<file path="src/rtl/next_pc_unit_if.sv">
// Decode-stage bundle between the control-transfer source and next_pc_unit.
// The master modport drives the decoded instruction; the slave modport is the PC owner.
interface next_pc_unit_if #(
    parameter int XLEN  = 32,
    parameter int CNT_W = 16
);
    logic             STALL;
    logic             VALID;
    logic [1:0]       BR_TYPE;
    logic [2:0]       FUNCT_THREE;
    logic [XLEN-1:0]  RS1;
    logic [XLEN-1:0]  RS2;
    logic [XLEN-1:0]  OFFSET;
    logic             TRAP_ACK;
    logic [XLEN-1:0]  PC;
    logic [XLEN-1:0]  LINK;
    logic             TAKEN;
    logic             FLUSH;
    logic             TRAP_PENDING;
    logic [XLEN-1:0]  EPC;
    logic [XLEN-1:0]  BADADDR;
    logic [CNT_W-1:0] TAKEN_COUNT;

    modport master (
        output STALL, VALID, BR_TYPE, FUNCT_THREE, RS1, RS2, OFFSET, TRAP_ACK,
        input  PC, LINK, TAKEN, FLUSH, TRAP_PENDING, EPC, BADADDR, TAKEN_COUNT
    );

    modport slave (
        input  STALL, VALID, BR_TYPE, FUNCT_THREE, RS1, RS2, OFFSET, TRAP_ACK,
        output PC, LINK, TAKEN, FLUSH, TRAP_PENDING, EPC, BADADDR, TAKEN_COUNT
    );
endinterface

</file>
<file path="src/rtl/next_pc_unit.sv">
// Next-PC / branch-resolution unit: owns the PC, resolves RV32I control transfers,
// traps misaligned targets and counts taken transfers.
module next_pc_unit #(
    parameter int          XLEN         = 32,
    parameter logic [31:0] RESET_VECTOR = 32'h0000_0000,
    parameter logic [31:0] TRAP_VECTOR  = 32'h0000_0100,
    parameter int          CNT_W        = 16
) (
    input logic CLK,
    input logic RST_N,
    next_pc_unit_if.slave bus
);

    typedef enum logic [0:0] {
        ST_RUN  = 1'b0,
        ST_TRAP = 1'b1
    } state_e;

    localparam logic [XLEN-1:0]  RESET_VEC = XLEN'(RESET_VECTOR);
    localparam logic [XLEN-1:0]  TRAP_VEC  = XLEN'(TRAP_VECTOR);
    localparam logic [XLEN-1:0]  PC_STEP   = XLEN'(32'd4);
    localparam logic [CNT_W-1:0] CNT_ONE   = CNT_W'(32'd1);
    localparam logic [CNT_W-1:0] CNT_MAX   = {CNT_W{1'b1}};

    state_e           state_q, state_d;
    logic [XLEN-1:0]  pc_q, pc_d;
    logic [XLEN-1:0]  epc_q, epc_d;
    logic [XLEN-1:0]  badaddr_q, badaddr_d;
    logic [CNT_W-1:0] cnt_q, cnt_d;
    logic             taken_q, taken_d;
    logic             flush_q, flush_d;
    logic             trap_pending_q, trap_pending_d;

    logic             xfer_s;
    logic [XLEN-1:0]  target_s;
    logic [XLEN-1:0]  jalr_sum_s;

    function automatic logic br_cond(input logic [2:0] f3,
                                     input logic [XLEN-1:0] a,
                                     input logic [XLEN-1:0] b);
        logic r;
        case (f3)
            3'b000:  r = (a == b);
            3'b001:  r = (a != b);
            3'b100:  r = ($signed(a) < $signed(b));
            3'b101:  r = !($signed(a) < $signed(b));
            3'b110:  r = (a < b);
            3'b111:  r = !(a < b);
            default: r = 1'b0;
        endcase
        return r;
    endfunction

    // Decode whether this instruction transfers control and where it goes.
    always_comb begin
        jalr_sum_s = bus.RS1 + bus.OFFSET;
        xfer_s     = 1'b0;
        target_s   = pc_q + bus.OFFSET;
        case (bus.BR_TYPE)
            2'b01: xfer_s = bus.VALID & br_cond(bus.FUNCT_THREE, bus.RS1, bus.RS2);
            2'b10: xfer_s = bus.VALID;
            2'b11: begin
                xfer_s   = bus.VALID;
                target_s = {jalr_sum_s[XLEN-1:1], 1'b0};
            end
            default: xfer_s = 1'b0;
        endcase
    end

    // Next-state logic for the RUN/TRAP machine and all architectural state.
    always_comb begin
        state_d   = state_q;
        pc_d      = pc_q;
        epc_d     = epc_q;
        badaddr_d = badaddr_q;
        cnt_d     = cnt_q;
        taken_d   = 1'b0;
        flush_d   = 1'b0;
        case (state_q)
            ST_RUN: begin
                if (!bus.STALL) begin
                    if (xfer_s) begin
                        if (target_s[1:0] == 2'b00) begin
                            pc_d    = target_s;
                            taken_d = 1'b1;
                            flush_d = 1'b1;
                            if (cnt_q != CNT_MAX) begin
                                cnt_d = cnt_q + CNT_ONE;
                            end else begin
                                cnt_d = cnt_q;
                            end
                        end else begin
                            // Misaligned target: enter the trap, nothing counted.
                            pc_d      = TRAP_VEC;
                            epc_d     = pc_q;
                            badaddr_d = target_s;
                            flush_d   = 1'b1;
                            state_d   = ST_TRAP;
                        end
                    end else begin
                        pc_d = pc_q + PC_STEP;
                    end
                end else begin
                    pc_d = pc_q;
                end
            end
            ST_TRAP: begin
                // Acknowledge is honoured regardless of STALL.
                if (bus.TRAP_ACK) begin
                    state_d = ST_RUN;
                    pc_d    = TRAP_VEC + PC_STEP;
                end else begin
                    pc_d = TRAP_VEC;
                end
            end
            default: begin
                state_d = ST_RUN;
                pc_d    = RESET_VEC;
            end
        endcase
        trap_pending_d = (state_d == ST_TRAP);
    end

    // State registers with asynchronous active-low reset.
    always_ff @(posedge CLK or negedge RST_N) begin
        if (!RST_N) begin
            state_q        <= ST_RUN;
            pc_q           <= RESET_VEC;
            epc_q          <= '0;
            badaddr_q      <= '0;
            cnt_q          <= '0;
            taken_q        <= 1'b0;
            flush_q        <= 1'b0;
            trap_pending_q <= 1'b0;
        end else begin
            state_q        <= state_d;
            pc_q           <= pc_d;
            epc_q          <= epc_d;
            badaddr_q      <= badaddr_d;
            cnt_q          <= cnt_d;
            taken_q        <= taken_d;
            flush_q        <= flush_d;
            trap_pending_q <= trap_pending_d;
        end
    end

    assign bus.PC           = pc_q;
    assign bus.LINK         = pc_q + PC_STEP;
    assign bus.TAKEN        = taken_q;
    assign bus.FLUSH        = flush_q;
    assign bus.TRAP_PENDING = trap_pending_q;
    assign bus.EPC          = epc_q;
    assign bus.BADADDR      = badaddr_q;
    assign bus.TAKEN_COUNT  = cnt_q;

endmodule

</file>
<file path="src/flat_wrapper.sv">
// flat-port wrapper written by rule: the top's interface ports become plain ports
module next_pc_unit_flat 
#(
    parameter int          XLEN         = 32,
    parameter logic [31:0] RESET_VECTOR = 32'h0000_0000,
    parameter logic [31:0] TRAP_VECTOR  = 32'h0000_0100,
    parameter int          CNT_W        = 16
)
  (CLK, RST_N, bus_STALL, bus_VALID, bus_BR_TYPE, bus_FUNCT_THREE, bus_RS1, bus_RS2, bus_OFFSET, bus_TRAP_ACK, bus_PC, bus_LINK, bus_TAKEN, bus_FLUSH, bus_TRAP_PENDING, bus_EPC, bus_BADADDR, bus_TAKEN_COUNT);
  next_pc_unit_if #(.XLEN(XLEN), .CNT_W(CNT_W)) bus_i ();
  input logic CLK;
  input logic RST_N;
  input wire logic [$bits(bus_i.STALL)-1:0] bus_STALL;
  input wire logic [$bits(bus_i.VALID)-1:0] bus_VALID;
  input wire logic [$bits(bus_i.BR_TYPE)-1:0] bus_BR_TYPE;
  input wire logic [$bits(bus_i.FUNCT_THREE)-1:0] bus_FUNCT_THREE;
  input wire logic [$bits(bus_i.RS1)-1:0] bus_RS1;
  input wire logic [$bits(bus_i.RS2)-1:0] bus_RS2;
  input wire logic [$bits(bus_i.OFFSET)-1:0] bus_OFFSET;
  input wire logic [$bits(bus_i.TRAP_ACK)-1:0] bus_TRAP_ACK;
  output wire logic [$bits(bus_i.PC)-1:0] bus_PC;
  output wire logic [$bits(bus_i.LINK)-1:0] bus_LINK;
  output wire logic [$bits(bus_i.TAKEN)-1:0] bus_TAKEN;
  output wire logic [$bits(bus_i.FLUSH)-1:0] bus_FLUSH;
  output wire logic [$bits(bus_i.TRAP_PENDING)-1:0] bus_TRAP_PENDING;
  output wire logic [$bits(bus_i.EPC)-1:0] bus_EPC;
  output wire logic [$bits(bus_i.BADADDR)-1:0] bus_BADADDR;
  output wire logic [$bits(bus_i.TAKEN_COUNT)-1:0] bus_TAKEN_COUNT;
  assign bus_i.STALL = bus_STALL;
  assign bus_i.VALID = bus_VALID;
  assign bus_i.BR_TYPE = bus_BR_TYPE;
  assign bus_i.FUNCT_THREE = bus_FUNCT_THREE;
  assign bus_i.RS1 = bus_RS1;
  assign bus_i.RS2 = bus_RS2;
  assign bus_i.OFFSET = bus_OFFSET;
  assign bus_i.TRAP_ACK = bus_TRAP_ACK;
  assign bus_PC = bus_i.PC;
  assign bus_LINK = bus_i.LINK;
  assign bus_TAKEN = bus_i.TAKEN;
  assign bus_FLUSH = bus_i.FLUSH;
  assign bus_TRAP_PENDING = bus_i.TRAP_PENDING;
  assign bus_EPC = bus_i.EPC;
  assign bus_BADADDR = bus_i.BADADDR;
  assign bus_TAKEN_COUNT = bus_i.TAKEN_COUNT;
  next_pc_unit #(.XLEN(XLEN), .RESET_VECTOR(RESET_VECTOR), .TRAP_VECTOR(TRAP_VECTOR), .CNT_W(CNT_W)) u_core (.CLK(CLK), .RST_N(RST_N), .bus(bus_i));
endmodule
</file>
<file path="config.mk">
export PLATFORM = sky130hd
export DESIGN_NAME = next_pc_unit_flat
export DESIGN_NICKNAME = d
export VERILOG_FILES = /design/src/rtl/next_pc_unit_if.sv /design/src/rtl/next_pc_unit.sv /design/src/flat_wrapper.sv
export SDC_FILE = /design/constraint.sdc
export NUM_CORES = 1
export LEC_CHECK = 0
export BUFFER_PORTS_ARGS = -buffer_cell sky130_fd_sc_hd__buf_2
export CAP_MARGIN = 20
export CORE_MARGIN = 2
export CORE_UTILIZATION = 40
export CTS_CLUSTER_SIZE = 8
export DETAILED_ROUTE_END_ITERATION = 7
export GPL_ROUTABILITY_DRIVEN = 0
export PLACE_DENSITY = 0.74
export SYNTH_ARGS = -nofsm -noshare
export SYNTH_HDL_FRONTEND = slang
export SYNTH_SLANG_ARGS = --single-unit
</file>
<file path="constraint.sdc">
create_clock -name CLK -period 3.01 [get_ports CLK]
set_clock_uncertainty 0.15 [all_clocks]
set_input_delay 0.1505 -clock CLK [delete_from_list [all_inputs] [get_ports CLK]]
set_output_delay 0.1505 -clock CLK [all_outputs]
set_load 0.1 [all_outputs]
</file>
==> results of run 1 <==
-- critical path: stages, from the launching register on --
cell	delay (ns)
dfrtp_4	0.49
ha_4	0.18
inv_2	0.05
fa_2	0.22
nor2b_4	0.05
o211a_1	0.24
o31a_1	0.26
o21a_1	0.20
o21a_1	0.18
nor2_2	0.11
xnor2_1	0.08
a211o_1	0.29
a221o_1	0.36
-- where the power goes --
part | leakage (nW) | switching, mW | internal [mW]
sequential | 1.48 | 0.320 | 1.98
clock | 0.319 | 0.767 | 1.51
combinational | 5.44 | 5.67 | 1.84
total | 7.24 | 6.75 | 5.33
-- cell families after synthesis --
group | count (synthesis) | synth area share
AOI/OAI and AO/OA | 323 | 0.221
xor gates and xnor gates | 82 | 0.0742
muxes | 12 | 0.0128
and+or+nand+nor | 448 | 0.219
DFF | 115 | 0.297
adders and majority gates | 97 | 0.127
buffers and inverters | 108 | 0.0485
-- placed cells by master (no fill, tap or decap), types with 14 or more instances in the layout --
master,n
ha_1,88
a21oi_1,65
nor2_1,52
clkbuf_16,17
xnor2_1,41
o21ai_0,60
inv_1,67
nor3_1,19
buf_4,182
dfrtp_1,89
xnor2_4,14
o21ai_1,21
xor2_1,16
o211ai_1,23
and3_1,22
buf_12,16
nand2_1,218
a21o_1,23
nand4_1,22
buf_2,235
nand3_1,36
o21a_1,14
-- flip-flops by register name (all words and copies together) (netlist names) --
| signal | count |
|---|---|
| u_core.bus.PC | 32 |
| u_core.bus.TAKEN_COUNT | 16 |
| u_core.bus.TAKEN | 1 |
| u_core.bus.BADADDR | 32 |
| u_core.bus.EPC | 32 |
| u_core.bus.FLUSH | 1 |
| u_core.state_q | 1 |
-- final cells by class --
class	instances	area, sq um	area share
clock buffer	19	453	0.0318
tap	319	399	0.0281
multi-input combinational	962	7040	0.495
sequential	115	2940	0.207
inverter	69	264	0.0186
clock inverter	13	206	0.0145
timing repair buffer	440	2930	0.206
-- synthesized netlist by cell type, types with 23 or more instances --
library cell / n
a21o_1: 23
nor3_1: 23
dfrtp_1: 115
xnor2_1: 62
o211ai_1: 23
inv_1: 68
a21oi_1: 70
nand3_1: 42
ha_1: 95
nand2_1: 218
nor2_1: 54
o21ai_0: 69
and3_1: 24
-- metal layers --
| metal | part of all wire | vias up | GRT usage |
|---|---|---|---|
| met5 | 0 | - | 0 |
| met4 | 0.028 | 0 | 0.0979 |
| met3 | 0.077 | 75 | 0.0427 |
| met2 | 0.45 | 529 | 0.442 |
| met1 | 0.44 | 5136 | 0.373 |
| li1 | - | 5116 | - |
-- metrics by stage --
stage	std cells	setup TNS [ns]	setup slack [ns]	hold slack [ns]
after floorplan	1185	-0.848	-0.163	-0.295
after global placement	1895	-7.00	-0.230	0.119
after detailed placement	1895	-12.10	-0.254	0.116
after CTS	1935	0	0.00133	0.0746
after global routing	1937	-0.210	-0.0653	0.0970
final	1937	-0.00690	-0.00690	0.0912
-- how the worst max path moves through the flow --
stage,endpoint,slack (ns),start,cells after the start
2_1_floorplan,bus_LINK[17],-0.16,u_core.bus.PC[15]$_DFFE_PN0P_,3
3_3_place_gp,u_core.bus.PC[4]$_DFFE_PN0P_,-0.23,bus_RS2[30],15
3_5_place_dp,u_core.bus.PC[4]$_DFFE_PN0P_,-0.25,bus_RS2[19],15
4_1_cts,u_core.bus.PC[20]$_DFFE_PN0P_,0.001,u_core.bus.PC[5]$_DFFE_PN0P_,10
5_1_grt,u_core.bus.PC[8]$_DFFE_PN0P_,-0.07,u_core.bus.PC[0]$_DFFE_PN0P_,12
6_report,u_core.bus.PC[8]$_DFFE_PN0P_,-0.007,u_core.bus.PC[0]$_DFFE_PN0P_,12
-- repair_timing --
| action | 4_1_cts | 5_1_grt |
|---|---|---|
| hold buffers | 3 | 0 |
| pin swaps | 17 | 28 |
| cloned | 0 | 0 |
| buffers inserted | 5 | 3 |
| hold endpoints to repair | 59 | 0 |
| resized for setup | 24 | 40 |
| endpoints found under the setup margin | 23 | 36 |
==> reports/metrics.yaml, run 1 <==
routedWlPerCell_um: 18.6
fin_crit_sh: 1.00
power_mw: 12.1
violations: "setup timing"
grt_max_degree: 61
worst_hold_path.endpoint: "u_core.bus.PC[12]$_DFFE_PN0P_"
reg2reg_depth: 12
drive_gt1_frac: 0.368
setup_viol: 1
cts.sink_count: 115
dp_hpwl_um: 28800
netlist_area_sq_mm: 0.00968
die_x_um: 160
antenna_found_initial: 0
synth_ff_type: "dfrtp_1"
drt_iter0_markers: 1024
die_h_um: 160
core_area_sq_mm: 0.0236
async_flop_share: 1.00
synthTopCellsByArea: "dfrtp_1, ha_1, nand2_1"
max_cap_viol_count: 0
regToRegStartpoint: "u_core.bus.PC[0]$_DFFE_PN0P_"
status: "finished with violations"
syn_to_final_growth_pct: 46.9
syn_avg_cell_area_sq_um: 8.17
slew_viol_final: 0
clk_latency_ns: 0.42
htree_levels: 4
max_freq_ghz: 0.331
synthCells: 1185
ys_seq_area_frac: 0.297
numPortBuffers: 252
path_class: "reg2reg"
nNetsFinal: 1808
cts_buffers: 17
synth_warnings: 0
worst_pin_slew_ns: 0.750
grt.total_usage: 0.274
power.density_mw_per_mm2: 849
dpl_cell_area_sq_mm: 0.0132
ir_worst_vdd_mv: 0.945
ctsRootBufferMaster: "clkbuf_16"
p_leak_nw: 7.24
postRouteAntennaNets: 0
finalHoldViolations: 0
finalCriticalPeriod_ns: 3.02
cp-end-kind: "register"
ys_types: 80
maxSlewHeadroom: 0.500
grt_pass1_vias: 10451
grt_pass1_wl_um: 55700
synth_nets: 1388
synth_top_area_frac: 0.297
clockBufferDepth: 2
holdCritPathClass: "in2reg"
diodes: 0
post-route-util: 0.603
io_pins: 253
first_pass_iters: 5
arrival_ns: 3.15
hp-start: "bus_STALL"
start_util: 0.410
totalWireLength_um: 36000
vias: 10856
cp.required_ns: 3.15
hold_depth: 2
r2r_slack_ns: -0.007
ys_ff_latch: 115
synth-edff-count: 0
critPathMaxFanout: 3
viasPerCell: 5.60
rsz0062_at_grt: "true"
die_area_sq_mm: 0.0255
worst_slack_ns: -0.00690
yosys.area.top_type: "dfrtp_1"
worstSetupStartpointType: "register"
fin_area_sq_mm: 0.0142
std_cell_rows: 56
timing.rr.end: "u_core.bus.PC[8]$_DFFE_PN0P_"
clk_pin_slew_ns: 0.06
overflow: 0
cts_tree: "yes"
fill_cells: 2043
drc: 0
Power figures use the tool's default switching activity.
==> inputs of run 2 (changes only) <==
--- a/config.mk
+++ b/config.mk
@@ -12,7 +12,8 @@
 export CTS_CLUSTER_SIZE = 8
 export DETAILED_ROUTE_END_ITERATION = 7
 export GPL_ROUTABILITY_DRIVEN = 0
-export PLACE_DENSITY = 0.74
+export PLACE_DENSITY = 0.71
+export SLEW_MARGIN = 25
 export SYNTH_ARGS = -nofsm -noshare
 export SYNTH_HDL_FRONTEND = slang
 export SYNTH_SLANG_ARGS = --single-unit
==> constraint.sdc (replaced) <==
create_clock -name CLK -period 2.9 [get_ports CLK]
set_clock_uncertainty 0.15 [all_clocks]
set_input_delay 0.145 -clock CLK [delete_from_list [all_inputs] [get_ports CLK]]
set_output_delay 0.145 -clock CLK [all_outputs]
set_load 0.1 [all_outputs]
==> run 2 against run 1 <==
  * Hold slack got worse by 0.0012 ns
  * Total power grew 8.1%
  * The flow finishes with violations (DRC, setup timing)
  * Sequential share of layout area fell by 1.2 points
  * Routed wire length increased by 4.7%
  * Non-clock buffer count increased by 55
  * Core utilization is 3.9 points higher
  * Final cell count rose by 2.9%
  * Count of clock-buffer cells in the layout is 3 higher
  * Worst setup slack lost 0.12 ns
  * Critical path depth unchanged
  * Via count rose by 2.5%
  * Critical endpoint is now u_core.bus.PC[28]$_DFFE_PN0P_
  * Clock power is 11% higher
==> reports/metrics.yaml, run 2 (same netlist as run 1, synthesis figures left out) <==
status: "finished with violations"
violations: "DRC, setup timing"
cts_tree: "yes"
clkPwrFrac: 0.193  # +0.005
path_class: "reg2reg"
drc: 2  # +2
die_h_um: 160  # unchanged
max_cap_viol_count: 0  # unchanged
slew_viol_final: 0  # unchanged
start_util: 0.410  # unchanged
finalSetupTns_ns: -0.751  # -0.744 ns
htree_levels: 4  # unchanged
std_cell_rows: 56  # unchanged
switching_share: 0.546  # -0.0128
cp-end-kind: "register"
multi_input_area_sq_mm: 0.00738  # +4.9%
clk_pin_slew_ns: 0.06  # about the same
ctsRootBufferMaster: "clkbuf_16"
p_int_mw: 5.93  # +11%
drive_gt1_frac: 0.416  # +0.0483
core_area_sq_mm: 0.0236  # unchanged
setup_viol: 10  # +9
ir_worst_vdd_mv: 1.01  # +6.3%
critPathMaxFanout: 4  # +1
worst_pin_slew_ns: 0.776  # +0.0265 ns
finalCriticalPeriod_ns: 3.02  # +0.00708 ns
fill_cells: 1939  # -5.1%
grt.total_usage: 0.283  # +0.00857
totalWireLength_um: 37700  # +4.7%
viasPerCell: 5.58  # -0.37%
finalHoldViolations: 0  # unchanged
worstSetupStartpointType: "register"
fin_crit_sh: 1.04  # +0.0405
cp.required_ns: 3.03  # -0.12 ns
max_freq_ghz: 0.331  # -0.23%
dp_slack_ns: -0.567  # -0.313 ns
dp_hpwl_um: 28900  # +0.29%
holdCritPathClass: "in2reg"
worst_slack_ns: -0.124  # -0.117 ns
drt_iter0_markers: 1172  # +14%
first_pass_iters: 8  # +3
maxSlewHeadroom: 0.477  # -0.0231
mostFrequentLayoutCell: "buf_2"
grt_pass1_vias: 10885  # +4.2%
most-common-layout-cells: "buf_2, buf_4, nand2_1"
antenna_found_initial: 1  # +1
pwr-share-seq: 0.186  # -0.004
cts.sink_count: 115  # unchanged
clk_latency_ns: 0.42  # about the same
rsz0062_at_grt: "true"
power.density_mw_per_mm2: 862  # +1.5%
vias: 11129  # +2.5%
p_sw_mw: 7.13  # +5.6%
regArea_sq_mm: 0.00296  # +0.43%
arrival_ns: 3.15  # about the same
die_x_um: 160  # unchanged
nNetsFinal: 1863  # +3.0%
postRouteAntennaNets: 0  # unchanged
clockBufferDepth: 2  # unchanged
syn_to_final_growth_pct: 56.6
cts_buffers: 17  # unchanged
numPortBuffers: 252  # unchanged
die_area_sq_mm: 0.0255  # unchanged
comb_power_share: 0.621  # about the same
routedWlPerCell_um: 18.9  # +1.8%
io_pins: 253  # unchanged
power_mw: 13.1  # +8.1%
p_leak_nw: 7.61  # +5.1%
overflow: 0  # unchanged
grt_pass1_wl_um: 57600  # +3.4%
grt_max_degree: 70  # +15%
==> run 2: changes by cell type in the layout (fill, tap and decap cells not counted), moves of 5 or more <==
cell,before,now
buf_4,182,227
ha_1,88,79
a21oi_1,65,57
a21oi_2,5,13
buf_6,1,8
ha_4,7,14
o21ai_0,60,54
buf_12,16,21
==> run 2: per-layer routing <==
metal / GRT usage / wire length (um)
met5: 0 / 0
met4: 0.115 / 1490
met3: 0.0375 / 2860
met2: 0.456 / 17100
met1: 0.383 / 16200
==> run 2: through the flow <==
stage	hold WS [ns]	utilization	std cells	area, sq um
6_report	0.0899	0.642	1993	15200
5_1_grt	0.0988	0.642	1993	15200
4_1_cts	0.0635	0.624	1982	14700
3_5_place_dp	0.0641	0.580	1936	13700
3_3_place_gp	0.0654	0.580	1936	13700
2_1_floorplan	-0.301	-	1185	10300
==> run 2: path summary, 6_finish.rpt <==
| kind | start | end | slack, ns | cells past startpoint |
|---|---|---|---|---|
| min in group asynchronous | RST_N | u_core.bus.BADADDR[3]$_DFFE_PN0P_ | 0.17 | 2 |
| worst max-delay path | u_core.bus.PC[6]$_DFFE_PN0P_ | u_core.bus.PC[28]$_DFFE_PN0P_ | -0.12 | 12 |
| worst max register to register | u_core.bus.PC[6]$_DFFE_PN0P_ | u_core.bus.PC[28]$_DFFE_PN0P_ | -0.12 | 12 |
| worst min-delay path | bus_BR_TYPE[0] | u_core.bus.BADADDR[1]$_DFFE_PN0P_ | 0.09 | 5 |
| worst min register to register | u_core.bus.EPC[11]$_DFFE_PN0P_ | u_core.bus.EPC[11]$_DFFE_PN0P_ | 0.31 | 2 |
| max in group asynchronous | RST_N | u_core.bus.PC[21]$_DFFE_PN0P_ | 1.59 | 3 |
==> run 2: what timing repair did <==
item                       4_1_cts  5_1_grt
hold endpoints to repair        50        0
buffers inserted                12       13
resized for setup               49       75
setup endpoints to repair       25      100
pin swaps                       36       44
gates cloned                     0        1
hold buffers                     3        0
==> run 2: layout make-up <==
cell class | instances | area share
Antenna cell | 1 | 0.000165
Multi-Input combinational cell | 962 | 0.487
Inverter | 69 | 0.0174
Clock inverter | 10 | 0.0149
Tap cell | 319 | 0.0263
Timing Repair Buffer | 495 | 0.228
Sequential cell | 115 | 0.195
Clock buffer | 22 | 0.0313
==> run 2: power groups by stage <==
stage	clock (mW)	sequential, mW	combinational (mW)
finish	2.52	2.43	8.11
global route	2.61	2.47	8.45
detailed placement	0	2.43	7.69
floorplan	0	5.49	2.54
global placement	0	2.40	7.60
CTS	2.54	2.41	7.87
==> run 2: worst max-delay path, cell delays in order (launching register included) <==
cell and delay (ns):
dfrtp_4 0.48, ha_4 0.16, or3_1 0.38, or3_4 0.39, o21ai_4 0.19, buf_4 0.15, o21ai_4 0.06, a31oi_4 0.17
a21oi_2 0.10, buf_4 0.14, xor2_1 0.13, mux2i_1 0.24, o21ai_1 0.12
